--- config.mk ---
export PLATFORM = sky130hd
export DESIGN_NAME = line_clear_engine
export DESIGN_NICKNAME = d
export VERILOG_FILES = /design/src/rtl/line_clear_engine.sv
export SDC_FILE = /design/constraint.sdc
export NUM_CORES = 1
export LEC_CHECK = 0
export BUFFER_PORTS_ARGS = -buffer_cell sky130_fd_sc_hd__buf_2
export CORE_UTILIZATION = 53
export DETAILED_ROUTE_END_ITERATION = 10
export PLACE_DENSITY = 0.84
export SYNTH_ARGS = -nofsm -noshare
export SYNTH_HDL_FRONTEND = slang
export SYNTH_SLANG_ARGS = --single-unit
--- constraint.sdc ---
create_clock -name clk -period 3.42 [get_ports clk]
set_clock_uncertainty 0.05 [all_clocks]
set_input_delay 0.171 -clock clk [delete_from_list [all_inputs] [get_ports clk]]
set_output_delay 0.171 -clock clk [all_outputs]
set_load 0.1 [all_outputs]
--- src/rtl/line_clear_engine.sv ---
// line_clear_engine: collapses full rows of a COLS x ROWS board and counts them.
// Optional score accumulator when LINE_CLEAR_SCORE_EN is defined.
module line_clear_engine #(
    parameter int COLS = 4,
    parameter int ROWS = 8
) (
    input  logic                         clk,
    input  logic                         rst,
    input  logic                         start,
    input  logic [COLS*ROWS-1:0]         board_in,
    output logic                         busy,
    output logic                         done,
    output logic [COLS*ROWS-1:0]         board_out,
    output logic [$clog2(ROWS+1)-1:0]    lines_cleared
`ifdef LINE_CLEAR_SCORE_EN
    ,
    output logic [15:0]                  score
`endif
);
    localparam int N  = COLS * ROWS;
    localparam int IW = $clog2(ROWS);
    localparam int CW = $clog2(ROWS + 1);
    typedef enum logic [1:0] {IDLE, SCAN, SHIFT, DONE} state_t;
    state_t          state, state_n;
    logic [N-1:0]    board, board_n, shifted;
    logic [CW-1:0]   cnt, cnt_n;
    logic [IW-1:0]   idx, idx_n;
    logic            row_full, last;
    assign row_full = &board[idx*COLS +: COLS];
    assign last     = idx == IW'(ROWS - 1);
    // Rows at and above idx drop by one; the top row fills with zeros.
    always_comb begin
        shifted = board;
        for (int r = 0; r < ROWS - 1; r++)
            if (IW'(r) >= idx) shifted[r*COLS +: COLS] = board[(r+1)*COLS +: COLS];
        shifted[(ROWS-1)*COLS +: COLS] = '0;
    end
    always_comb begin
        state_n = state;
        board_n = board;
        cnt_n   = cnt;
        idx_n   = idx;
        case (state)
            IDLE: if (start) begin
                board_n = board_in;
                cnt_n   = '0;
                idx_n   = '0;
                state_n = SCAN;
            end
            SCAN: if (row_full) begin
                cnt_n   = cnt + CW'(1);
                state_n = SHIFT;
            end else if (!last) begin
                idx_n   = idx + IW'(1);
            end else begin
                state_n = DONE;
            end
            SHIFT: begin
                board_n = shifted;
                state_n = SCAN;
            end
            default: state_n = IDLE;
        endcase
    end
    always_ff @(posedge clk) begin
        if (rst) begin
            state <= IDLE;
            board <= '0;
            cnt   <= '0;
            idx   <= '0;
        end else begin
            state <= state_n;
            board <= board_n;
            cnt   <= cnt_n;
            idx   <= idx_n;
        end
    end
    assign busy          = state != IDLE;
    assign done          = state == DONE;
    assign board_out     = board;
    assign lines_cleared = cnt;
`ifdef LINE_CLEAR_SCORE_EN
    logic [15:0] score_q;
    logic [3:0]  pts;
    logic [16:0] sum;
    assign pts = cnt == CW'(0) ? 4'd0 : cnt == CW'(1) ? 4'd1 : cnt == CW'(2) ? 4'd3 :
                 cnt == CW'(3) ? 4'd5 : 4'd8;
    assign sum = {1'b0, score_q} + 17'(pts);
    // The count is final on the SCAN->DONE transition, so award there.
    always_ff @(posedge clk) begin
        if (rst) score_q <= '0;
        else if (state == SCAN && state_n == DONE) score_q <= sum[16] ? 16'hFFFF : sum[15:0];
    end
    assign score = score_q;
`endif
endmodule
; ---- After elaboration in Yosys (flattened, before gate mapping)
; Cells that the tools add are included.
[totals]
register_bits = 41
elab_cells = 73
[op_classes]
order_cmp = 7
addsub = 2
muxes = 20
reduce_logical = 16
n_shift = 1
eq_ne = 16
[ops]
columns = operator, n
row1 = $pmux 32 s2, 1
row2 = $mux 4, 9
row3 = $mux 32, 1
row4 = $shiftx 32x6->4, 1
row5 = $reduce_and 3->1, 8
row6 = $ne 2x2->1 const B, 11
row7 = $ge 3x3->1 const A, 3
row8 = $mux 3, 3
row9 = $pmux 4 s2, 1
row10 = $reduce_and 4->1, 2
row11 = $ge 1x3->1 const A, 2
row12 = $ge 2x3->1 const A, 2
row13 = $mux 2, 3
row14 = $pmux 2 s3, 1
row15 = $pmux 3 s2, 1
row16 = $reduce_bool 2->1, 3
row17 = $add 4x1->4 const B, 1
row18 = $eq 2x2->1 const B, 2
row19 = $reduce_and 2->1, 2
row20 = $add 3x1->3 const B, 1
row21 = $eq 3x3->1 const B, 1
row22 = $ne 3x3->1 const B, 1
row23 = $eq 2x1->1 const B, 1
row24 = $logic_not 2->1, 1

; ---- Depth between registers and ports, before layout
[depth]
word_depth = 4
depth_mapped = 8

; ---- Worst setup path before layout
; No wires, ideal clock.
[synth_path]
kind = reg-to-reg
start = register board[15] (netlist: board_out[15])
end = register cnt[3] (netlist: lines_cleared[3])
n_path_buf = 0
setup_time_ps = 70
path_slack_ps = 1040
path_stages_with_launch = 6
arrival_ps = 2260
path_cell_list = dfxtp_1 > and4_1 > a221oi_2 > o21a_4 > or4_1 > a21boi_1
[synth_via]
elab_chain_cells = 4
[synth_lines]
columns = element, line_no
row1 = start: declaration, 25  ; logic [N-1:0] board, board_n, shifted;
row2 = start signal: assignment, 73  ; board <= board_n;
row3 = $shiftx 32x6->4, 29  ; assign row_full = &board[idx*COLS +: COLS];
row4 = $reduce_and 4->1, 29
row5 = $ne 2x2->1 (no source line), -
row6 = $reduce_and 3->1 (no source line), -
row7 = end signal: assignment, 74  ; cnt <= cnt_n;
row8 = end: declaration, 26  ; logic [CW-1:0] cnt, cnt_n;
; No other way between the ends.
; A chain may end at the register's enable or synchronous reset.

; ---- Final worst setup path
[layout_path]
start = register state[1]
end = register board[0] (netlist: board_out[0])
[layout_via]
elab_chain_cells = 3
word_cells_on_any_way = 7
[layout_lines]
columns = element, line_no
row1 = start: declaration, 24  ; state_t state, state_n;
row2 = start signal: assignment, 72  ; state <= state_n;
row3 = $eq 2x2->1 / $logic_not 2->1 (equally long branches), 43  ; case (state)
row4 = $ne 2x2->1 (no source line) / $reduce_bool 2->1 (equally long branches), -
row5 = $reduce_and 3->1 (no source line), -
; Several ways; a longest one is shown, not always the timed one.

==> metrics.yaml <==
start_util: 0.562
synth.top_cell.area_share: 0.390
combPwrFrac: 0.295
max_freq_ghz: 0.485
n_antenna_cell: 0
clock_latency_ns: 0.30
reg2reg_from: "state[1]$_SDFFE_PP0P_"
dp_hpwl_um: 3690
yosys.cell_types.count: 44
ys_warn_count: 0
post_cts_buffers: 0
ant_nets: 0
grt_pass1_wl_um: 8460
cts.sinks: 41
antenna_found_initial: 0
rsz0062_at_grt: "false"
hold_buffers: 0
fillers: 324
drv_slew: 0
avgSynthCellArea_um2: 9.11
fin_tns_setup_ns: 0
synth_edf_count: 0
cts-root-buf: "clkbuf_8"
grt_use_total: 0.261
cp_max_fo: 10
synthFlopType: "dfxtp_1"
syn2layout_area_growth_pct: 22.0
cts_tree: "yes"
wl_per_cell_um: 14.5
cts_max_level: 2
grt_pass1_vias: 1825
drive_gt1_frac: 0.309
fp.dieH_um: 65.0
vdd_ir_drop_max_v: 0.000262
ios: 73
syn_inst: 231
ys_seq_elements: 41
via_count: 1991
p_int_mw: 0.742
drv_cap: 0
pwr-share-seq: 0.442
startpoint: "state[1]$_SDFFE_PP0P_"
place_area_um2: 2480
hold_class: "input port to flop"
multi_input_area_um2: 1200
finalSetupViolations: 0
dr.pass1.iters: 4
hp-start: "board_in[29]"
power_density_nw_per_um2: 476
row_count: 22
fin_nets: 341
cts.path.max_buffers: 2
coreArea_um2: 3740
swShare: 0.393
yosysSeqAreaShare: 0.390
critPathKind: "flop to flop"
p_clk_frac: 0.262
die_area_um2: 4220
fin_util: 0.685
slew_headroom: 0.497
place_congestion: 0.800
route.detailed.drc: 0
cp.arrival_ns: 2.22
synth_area_leaders: "dfxtp_1 39%, mux2i_1 15%, nor2_1 8.4%"
tightest_slew_ns: 0.753
p_leak_nw: 1.33
syn_nets: 271
regArea_um2: 821
worst_ep_required_time_ns: 3.58
end_kind: "flop"
finalWirelength_um: 5070
grt_remaining_overflow: 0
hold_viol: 0
synth_top_area_cell: "dfxtp_1"
synth_commonest_cells: "47 x nor2_1, 41 x dfxtp_1, 32 x mux2i_1"
vias_per_cell: 5.70
path_clk_slew_ns: 0.07
min_period_ns: 2.06
drtIter0Drc: 139
cts_resized: 0
io_buffers: 72
cts_made_buffers: 5
switchingPower_mw: 0.479
status: "complete, no violations"
startpoint_type: "flop"
grt_max_degree: 40
yosysMostFrequentCell: "nor2_1"
synthArstFlopShare: 0
fin_area_um2: 2560
period_share: 0.603
die_w_um: 65.0
syn_area_um2: 2100
-- worst max-delay path, stage by stage, from the launching register on --
cell and delay (ns):
dfxtp_1 0.41, nor3b_2 0.55, nor3b_1 0.16, nor2b_1 0.46
nor2_1 0.11, a211oi_1 0.23
-- path summary, 6_finish.rpt --
check | end | cells after the start | slack (ns)
max | board_out[0]$_SDFFE_PP0P_ | 5 | 1.36
min | board_out[29]$_SDFFE_PP0P_ | 3 | 0.07
max reg2reg | board_out[0]$_SDFFE_PP0P_ | 5 | 1.36
min reg2reg | lines_cleared[3]$_SDFFE_PP0P_ | 2 | 0.44
-- logic make-up (layout without fill, tap and decap cells) --
group / after synthesis / count (layout) / synth area share
AO/OA/AOI/OAI: 50 / 50 / 0.180
adder cells (fa/ha/maj): 5 / 5 / 0.0297
buffers and inverters: 17 / 87 / 0.0393
flip-flops: 41 / 41 / 0.390
multiplexers: 36 / 36 / 0.174
AND/OR/NAND/NOR: 82 / 82 / 0.187
-- layout make-up --
| cell class | instances | share of cell area |
|---|---|---|
| multi-input combinational | 173 | 0.468 |
| timing repair buffer | 74 | 0.146 |
| tap | 48 | 0.0234 |
| clock buffer | 7 | 0.0337 |
| inverter | 6 | 0.00878 |
| sequential | 41 | 0.320 |
-- flip-flops by register name (all words and copies together) (netlist names) --
signal / flops
board_out: 32
state: 2
lines_cleared: 4
idx: 3
-- layer usage --
layer	track usage	up-vias	wire length, um
li1	-	982	-
met1	0.320	923	2300
met2	0.435	76	2360
met3	0.0528	10	338
met4	0.122	0	68
met5	0	-	0
-- layout by cell type, fill, tap and decap left out, types with 2 or more instances in the layout --
cell      count
a22oi_1       4
nor3_1        2
a31o_2        2
mux2_2        4
inv_1         6
nand2b_1      7
buf_4         2
a21oi_1       9
o21bai_1      2
and4b_1       2
o21ai_0       3
nand2_1       8
nand4_1       4
mux2i_1      32
dfxtp_1      41
nor2_1       47
nor3b_1       2
a21oi_2       2
buf_2        72
a211oi_1     16
clkbuf_8      6
and4_1        2
ha_1          5
-- power groups by stage --
| stage | Combinational (mW) | Sequential (mW) | Clock, mW |
|---|---|---|---|
| after floorplan | 0.0954 | 0.745 | 0 |
| after global placement | 0.357 | 0.549 | 0 |
| after detailed placement | 0.360 | 0.550 | 0 |
| after CTS | 0.361 | 0.539 | 0.324 |
| after global routing | 0.380 | 0.544 | 0.344 |
| final | 0.361 | 0.540 | 0.320 |
-- stage by stage --
stage / std cells / power, mW / setup slack [ns] / hold WS, ns
2_1_floorplan: 231 / 0.840 / 1.04 / 0.284
3_3_place_gp: 342 / 0.907 / 1.48 / 0.368
3_5_place_dp: 342 / 0.911 / 1.37 / 0.378
4_1_cts: 349 / 1.22 / 1.36 / 0.0654
5_1_grt: 349 / 1.27 / 1.16 / 0.0955
6_report: 349 / 1.22 / 1.36 / 0.0703
No activity file was read; power rests on OpenSTA's default activity.
